### src/rtl/wave_uart_packer_if.sv
// Byte-stream and buffer-read bundle between the packer and its neighbours.
// master = packer side: drives rd_addr and tx byte, samples rd_data and tx_ready.
interface wave_uart_packer_if #(
    parameter int SAMPLE_W = 14,
    parameter int ADDR_W   = 10
);
    logic [ADDR_W-1:0]   rd_addr;
    logic [SAMPLE_W-1:0] rd_data;
    logic [7:0]          tx_data;
    logic                tx_valid;
    logic                tx_ready;

    modport master (
        output rd_addr,
        input  rd_data,
        output tx_data,
        output tx_valid,
        input  tx_ready
    );

    modport slave (
        input  rd_addr,
        output rd_data,
        input  tx_data,
        input  tx_valid,
        output tx_ready
    );
endinterface

### src/rtl/wave_uart_packer.sv
// Frames one acquisition as AA 55 wn_hi wn_lo {s_hi s_lo}*N xor_cksum onto a byte stream.
// Latency: first byte valid 1 cycle after start; 4 cycles per sample at full rate.
// Backpressure: tx_data/tx_valid hold while tx_ready is low; start ignored while busy.
module wave_uart_packer #(
    parameter int N_SAMPLES = 1000,
    parameter int SAMPLE_W  = 14,
    parameter int ADDR_W    = 10
) (
    input  logic                clk_50,
    input  logic                reset_n,
    input  logic                start,
    input  logic [15:0]         wave_number,
    wave_uart_packer_if.master  bus,
    output logic                busy,
    output logic                done
);

    typedef enum logic [3:0] {
        IDLE, SYNC0, SYNC1, WN_HI, WN_LO, FETCH, LATCH, S_HI, S_LO, CKSUM, FIN
    } state_t;

    localparam logic [ADDR_W-1:0] LAST_K = ADDR_W'(N_SAMPLES - 1);

    state_t            state;
    logic [15:0]       wn_q;
    logic [7:0]        cksum;
    logic [7:0]        sample_lo;
    logic [ADDR_W-1:0] k;
    logic              accept;
    logic [15:0]       rd_ext;

    assign accept = bus.tx_valid && bus.tx_ready;
    assign rd_ext = 16'(bus.rd_data);

    always_ff @(posedge clk_50 or negedge reset_n) begin
        if (!reset_n) begin
            state        <= IDLE;
            wn_q         <= '0;
            cksum        <= '0;
            sample_lo    <= '0;
            k            <= '0;
            bus.rd_addr  <= '0;
            bus.tx_data  <= '0;
            bus.tx_valid <= 1'b0;
            busy         <= 1'b0;
            done         <= 1'b0;
        end else begin
            case (state)
                IDLE: begin
                    if (start) begin
                        wn_q         <= wave_number;
                        cksum        <= '0;
                        k            <= '0;
                        busy         <= 1'b1;
                        bus.tx_valid <= 1'b1;
                        bus.tx_data  <= 8'hAA;
                        state        <= SYNC0;
                    end
                end
                SYNC0: begin
                    if (accept) begin
                        bus.tx_data <= 8'h55;
                        state       <= SYNC1;
                    end
                end
                SYNC1: begin
                    if (accept) begin
                        bus.tx_data <= wn_q[15:8];
                        state       <= WN_HI;
                    end
                end
                WN_HI: begin
                    if (accept) begin
                        cksum       <= cksum ^ bus.tx_data;
                        bus.tx_data <= wn_q[7:0];
                        state       <= WN_LO;
                    end
                end
                WN_LO: begin
                    if (accept) begin
                        cksum        <= cksum ^ bus.tx_data;
                        bus.tx_valid <= 1'b0;
                        bus.rd_addr  <= k;
                        state        <= FETCH;
                    end
                end
                FETCH: begin
                    state <= LATCH;
                end
                LATCH: begin
                    // Buffer data for rd_addr is valid now; high byte goes out directly.
                    sample_lo    <= rd_ext[7:0];
                    bus.tx_data  <= rd_ext[15:8];
                    bus.tx_valid <= 1'b1;
                    state        <= S_HI;
                end
                S_HI: begin
                    if (accept) begin
                        cksum       <= cksum ^ bus.tx_data;
                        bus.tx_data <= sample_lo;
                        state       <= S_LO;
                    end
                end
                S_LO: begin
                    if (accept) begin
                        cksum <= cksum ^ bus.tx_data;
                        if (k == LAST_K) begin
                            bus.tx_data <= cksum ^ bus.tx_data;
                            state       <= CKSUM;
                        end else begin
                            k            <= k + ADDR_W'(1);
                            bus.rd_addr  <= k + ADDR_W'(1);
                            bus.tx_valid <= 1'b0;
                            state        <= FETCH;
                        end
                    end
                end
                CKSUM: begin
                    if (accept) begin
                        bus.tx_valid <= 1'b0;
                        done         <= 1'b1;
                        state        <= FIN;
                    end
                end
                FIN: begin
                    done  <= 1'b0;
                    busy  <= 1'b0;
                    state <= IDLE;
                end
                default: begin
                    state <= IDLE;
                end
            endcase
        end
    end

endmodule

### src/flat_wrapper.sv
// flat-port wrapper written by rule: the top's interface ports become plain ports
module wave_uart_packer_flat 
#(
    parameter int N_SAMPLES = 1000,
    parameter int SAMPLE_W  = 14,
    parameter int ADDR_W    = 10
)
  (clk_50, reset_n, start, wave_number, busy, done, bus_rd_addr, bus_rd_data, bus_tx_data, bus_tx_valid, bus_tx_ready);
  wave_uart_packer_if #(.SAMPLE_W(SAMPLE_W), .ADDR_W(ADDR_W)) bus_i ();
  input  logic clk_50;
  input  logic reset_n;
  input  logic start;
  input  logic [15:0] wave_number;
  output logic busy;
  output logic done;
  output wire logic [$bits(bus_i.rd_addr)-1:0] bus_rd_addr;
  input wire logic [$bits(bus_i.rd_data)-1:0] bus_rd_data;
  output wire logic [$bits(bus_i.tx_data)-1:0] bus_tx_data;
  output wire logic [$bits(bus_i.tx_valid)-1:0] bus_tx_valid;
  input wire logic [$bits(bus_i.tx_ready)-1:0] bus_tx_ready;
  assign bus_rd_addr = bus_i.rd_addr;
  assign bus_i.rd_data = bus_rd_data;
  assign bus_tx_data = bus_i.tx_data;
  assign bus_tx_valid = bus_i.tx_valid;
  assign bus_i.tx_ready = bus_tx_ready;
  wave_uart_packer #(.N_SAMPLES(N_SAMPLES), .SAMPLE_W(SAMPLE_W), .ADDR_W(ADDR_W)) u_core (.clk_50(clk_50), .reset_n(reset_n), .start(start), .wave_number(wave_number), .bus(bus_i), .busy(busy), .done(done));
endmodule
### config.mk
export PLATFORM = sky130hd
export DESIGN_NAME = wave_uart_packer_flat
export DESIGN_NICKNAME = d
export VERILOG_FILES = /design/src/rtl/wave_uart_packer_if.sv /design/src/rtl/wave_uart_packer.sv /design/src/flat_wrapper.sv
export SDC_FILE = /design/constraint.sdc
export NUM_CORES = 1
export LEC_CHECK = 0
export BUFFER_PORTS_ARGS = -buffer_cell sky130_fd_sc_hd__buf_2
export CORE_ASPECT_RATIO = 0.7
export CORE_MARGIN = 1
export CORE_UTILIZATION = 40
export CTS_CLUSTER_SIZE = 14
export DETAILED_ROUTE_END_ITERATION = 10
export PLACE_DENSITY = 0.71
export SLEW_MARGIN = 25
export SYNTH_ARGS = -nofsm -noshare
export SYNTH_HDL_FRONTEND = slang
export SYNTH_SLANG_ARGS = --single-unit
### constraint.sdc
create_clock -name clk_50 -period 4.98 [get_ports clk_50]
set_input_delay 0 -clock clk_50 [delete_from_list [all_inputs] [get_ports clk_50]]
set_output_delay 0 -clock clk_50 [all_outputs]
set_load 0.01 [all_outputs]
==> flow_summary.toml <==
[clock_tree]
post_cts_buffers = 0
root_buffer = "clkbuf_16"
ctsLongestPathBuffers = 2
cts_resized = 0
clk_pin_slew_ns = 0.06
htreeDepth = 3
cts_tree = "built"
ctsHoldBuffers = 26
cts.sinks = 67
numCtsBuffers = 9
clkLatencyLatePin_ns = 0.34

[routing]
vias_per_cell = 5.53
avgRoutedWirePerCell_um = 16.4
drt_iter0_markers = 258
route.detailed.drc = 0
firstDrtPassIters = 5
antenna_left = 0
vias = 3151
routed_wl_um = 9350

[timing]
whs_ns = 0.0604
skew_ns = 0.00594
setup_tns_ns = 0
slew-limit-headroom = 0.416
final.min_clock_period_ns = 2.91
max_freq_mhz = 343
final_hold_viol_count = 0
maxSlewViolCount = 0
rsz0062_at_grt = "false"
tightest_slew_ns = 0.876
finalCritPeriodShare = 0.585
setup_viol = 0

[synthesis]
syn-cell-area_mm2 = 0.00368
synth-xor-area-share = 0.0357
yosys.area.top_type = "dfrtp_1"
yosysMostFrequentCell = "dfrtp_1"
yosys.area_share.simple = 0.143
synth_top_family_by_area = "compound AO/OA/AOI/OAI gates"
ys_seq_area_frac = 0.455
synthDistinctLibCells = 54
synth_edf_count = 0
synth-adder-area-share = 0.00679
ys_top_cells_by_count = "dfrtp_1, nand2_1, o21ai_1"
synth.top_cell.area_share = 0.455
synthTopCellsByArea = "dfrtp_1, mux2_2, o21ai_1"
synth-seq-cells = 67
async_flop_share = 1.00
avgSynthCellArea_um2 = 9.77
syn_nets = 413
syn_inst = 377
synth_mux_area_frac = 0.111
synth_compound_area_frac = 0.195
ys.flop_type = "dfrtp_1"
synth_warnings = 0

[placement]
numPortBuffers = 54
dpl.hpwl_um = 6260
place_congestion = 0.883

[grt]
grt_max_degree = 68
grt_antenna_before_repair = 0
grt_pass1_wl_um = 15100
overflow = 0
track_usage = 0.214
first_global_vias = 3014

[floorplan]
row_count = 28
core_mm2 = 0.00869
dieWidth_um = 117
die_area_mm2 = 0.00961
start_util = 0.424
die_h_um = 82.3
ios = 55

[finish]
area_growth_pct = 23.2
seqCellArea_mm2 = 0.00168
antenna_cells = 0
multi_input_area_mm2 = 0.00181
num-nets-final = 481
drive_gt1_frac = 0.264
fillers = 806

[pwr]
power.leakage_nw = 1.96
netSwitchingPower_mw = 0.958
combPwrFrac = 0.374
pwr_density_cell_mw_per_mm2 = 559
clockPowerShare = 0.268
power_frac_seq = 0.359
p_int_mw = 1.58
swShare = 0.377
vdd_drop_max_mv = 0.227

[critical_path]
crit_required_ns = 5.20
endpoint_kind = "flop"
cp-start-kind = "flop"
r2r_setup_slack_ns = 2.07
critPathKind = "flop to flop"
arrival_ns = 3.13
worstPathMaxFanout = 23

[hold_path]
min_path_type = "input pin to flop"

[outcome]
status = "finished clean"

[run]
drv_cap = 0
==> cells by family after synthesis <==
logic type      after synthesis
compound gates              109
mux                          37
xor+xnor                     15
simple gates                113
flops                        67
fa+ha+maj                     2
buf+inv                      34
==> registers in the layout, summed over array words and instances, names as in the netlist <==
register / count
u_core.wn_q: 16
u_core.bus.rd_addr: 10
u_core.k: 10
u_core.bus.tx_data: 8
u_core.cksum: 8
u_core.sample_lo: 8
u_core.state: 4
u_core.bus.tx_valid: 1
u_core.busy: 1
u_core.done: 1
==> final cells by class <==
| class | instances | area share |
|---|---|---|
| clock inverters | 7 | 0.0204 |
| repair buffers | 84 | 0.123 |
| multi-input cells | 276 | 0.398 |
| inverters | 7 | 0.00579 |
| flip-flops and latches | 67 | 0.369 |
| clock buffers | 9 | 0.0496 |
| well taps | 120 | 0.0331 |
==> path summary, 6_finish.rpt <==
| kind | cells past startpoint | to | startpoint |
|---|---|---|---|
| max | 4 | u_core.k[0]$_DFFE_PN0P_ | u_core.state[1]$_DFFE_PN0P_ |
| min | 3 | u_core.busy$_DFFE_PN0P_ | start |
| max reg2reg | 4 | u_core.k[0]$_DFFE_PN0P_ | u_core.state[1]$_DFFE_PN0P_ |
| min reg2reg | 2 | u_core.bus.rd_addr[7]$_DFFE_PN0P_ | u_core.bus.rd_addr[7]$_DFFE_PN0P_ |
| max in group asynchronous | 3 | u_core.wn_q[15]$_DFFE_PN0P_ | reset_n |
| min in group asynchronous | 3 | u_core.sample_lo[5]$_DFFE_PN0N_ | reset_n |
==> per-stage QoR <==
| stage | instance area [um^2] | std cells | setup slack [ns] | total power [mW] | util |
|---|---|---|---|---|---|
| floorplan | 3680 | 377 | 3.33 | 1.61 | - |
| global placement | 3960 | 528 | 2.22 | 1.79 | 0.456 |
| detailed placement | 3960 | 528 | 2.13 | 1.83 | 0.456 |
| CTS | 4540 | 570 | 2.13 | 2.55 | 0.522 |
| global route | 4540 | 570 | 1.92 | 2.70 | 0.522 |
| finish | 4540 | 570 | 2.07 | 2.54 | 0.522 |
==> layer usage <==
metal / wire length, um / vias up / GRT usage
met3: 758 / 14 / 0.0642
met1: 4300 / 1520 / 0.288
met4: 163 / 0 / 0.0797
li1: - / 1487 / -
met2: 4130 / 130 / 0.327
met5: 0 / - / 0
==> power groups by stage <==
stage	clock [mW]	sequential (mW)	combinational [mW]
floorplan	0	0.846	0.760
global placement	0	0.898	0.892
detailed placement	0	0.914	0.918
CTS	0.695	0.907	0.945
global route	0.716	0.942	1.05
finish	0.680	0.910	0.948
==> cell usage in the layout (no fill, tap or decap), types with 3 or more instances in the layout <==
master	n
dfrtp_1	67
buf_2	54
nand2_1	42
o21ai_1	35
nor2_1	33
mux2_2	30
dlygate4sd3_1	26
o21ai_0	14
a21oi_1	12
clkbuf_16	9
xnor2_1	8
xor2_1	7
nand3_1	7
mux2i_1	7
inv_1	5
and3_1	5
o22ai_1	5
o32ai_1	4
nand2b_1	4
a211oi_1	4
a311oi_1	4
o21ai_2	4
o31ai_1	4
a31oi_1	4
buf_4	4
nor2b_1	3
and2_1	3
nor3b_1	3
nor3_1	3
clkinvlp_4	3
==> worst max-delay path, stage by stage, from the launching register on <==
cell and delay [ns]:
dfrtp_1 0.60, nor2_1 0.73, and3_1 0.82, a31oi_2 0.27
mux2_2 0.37
Note: power is estimated with default switching activity, not from simulation.
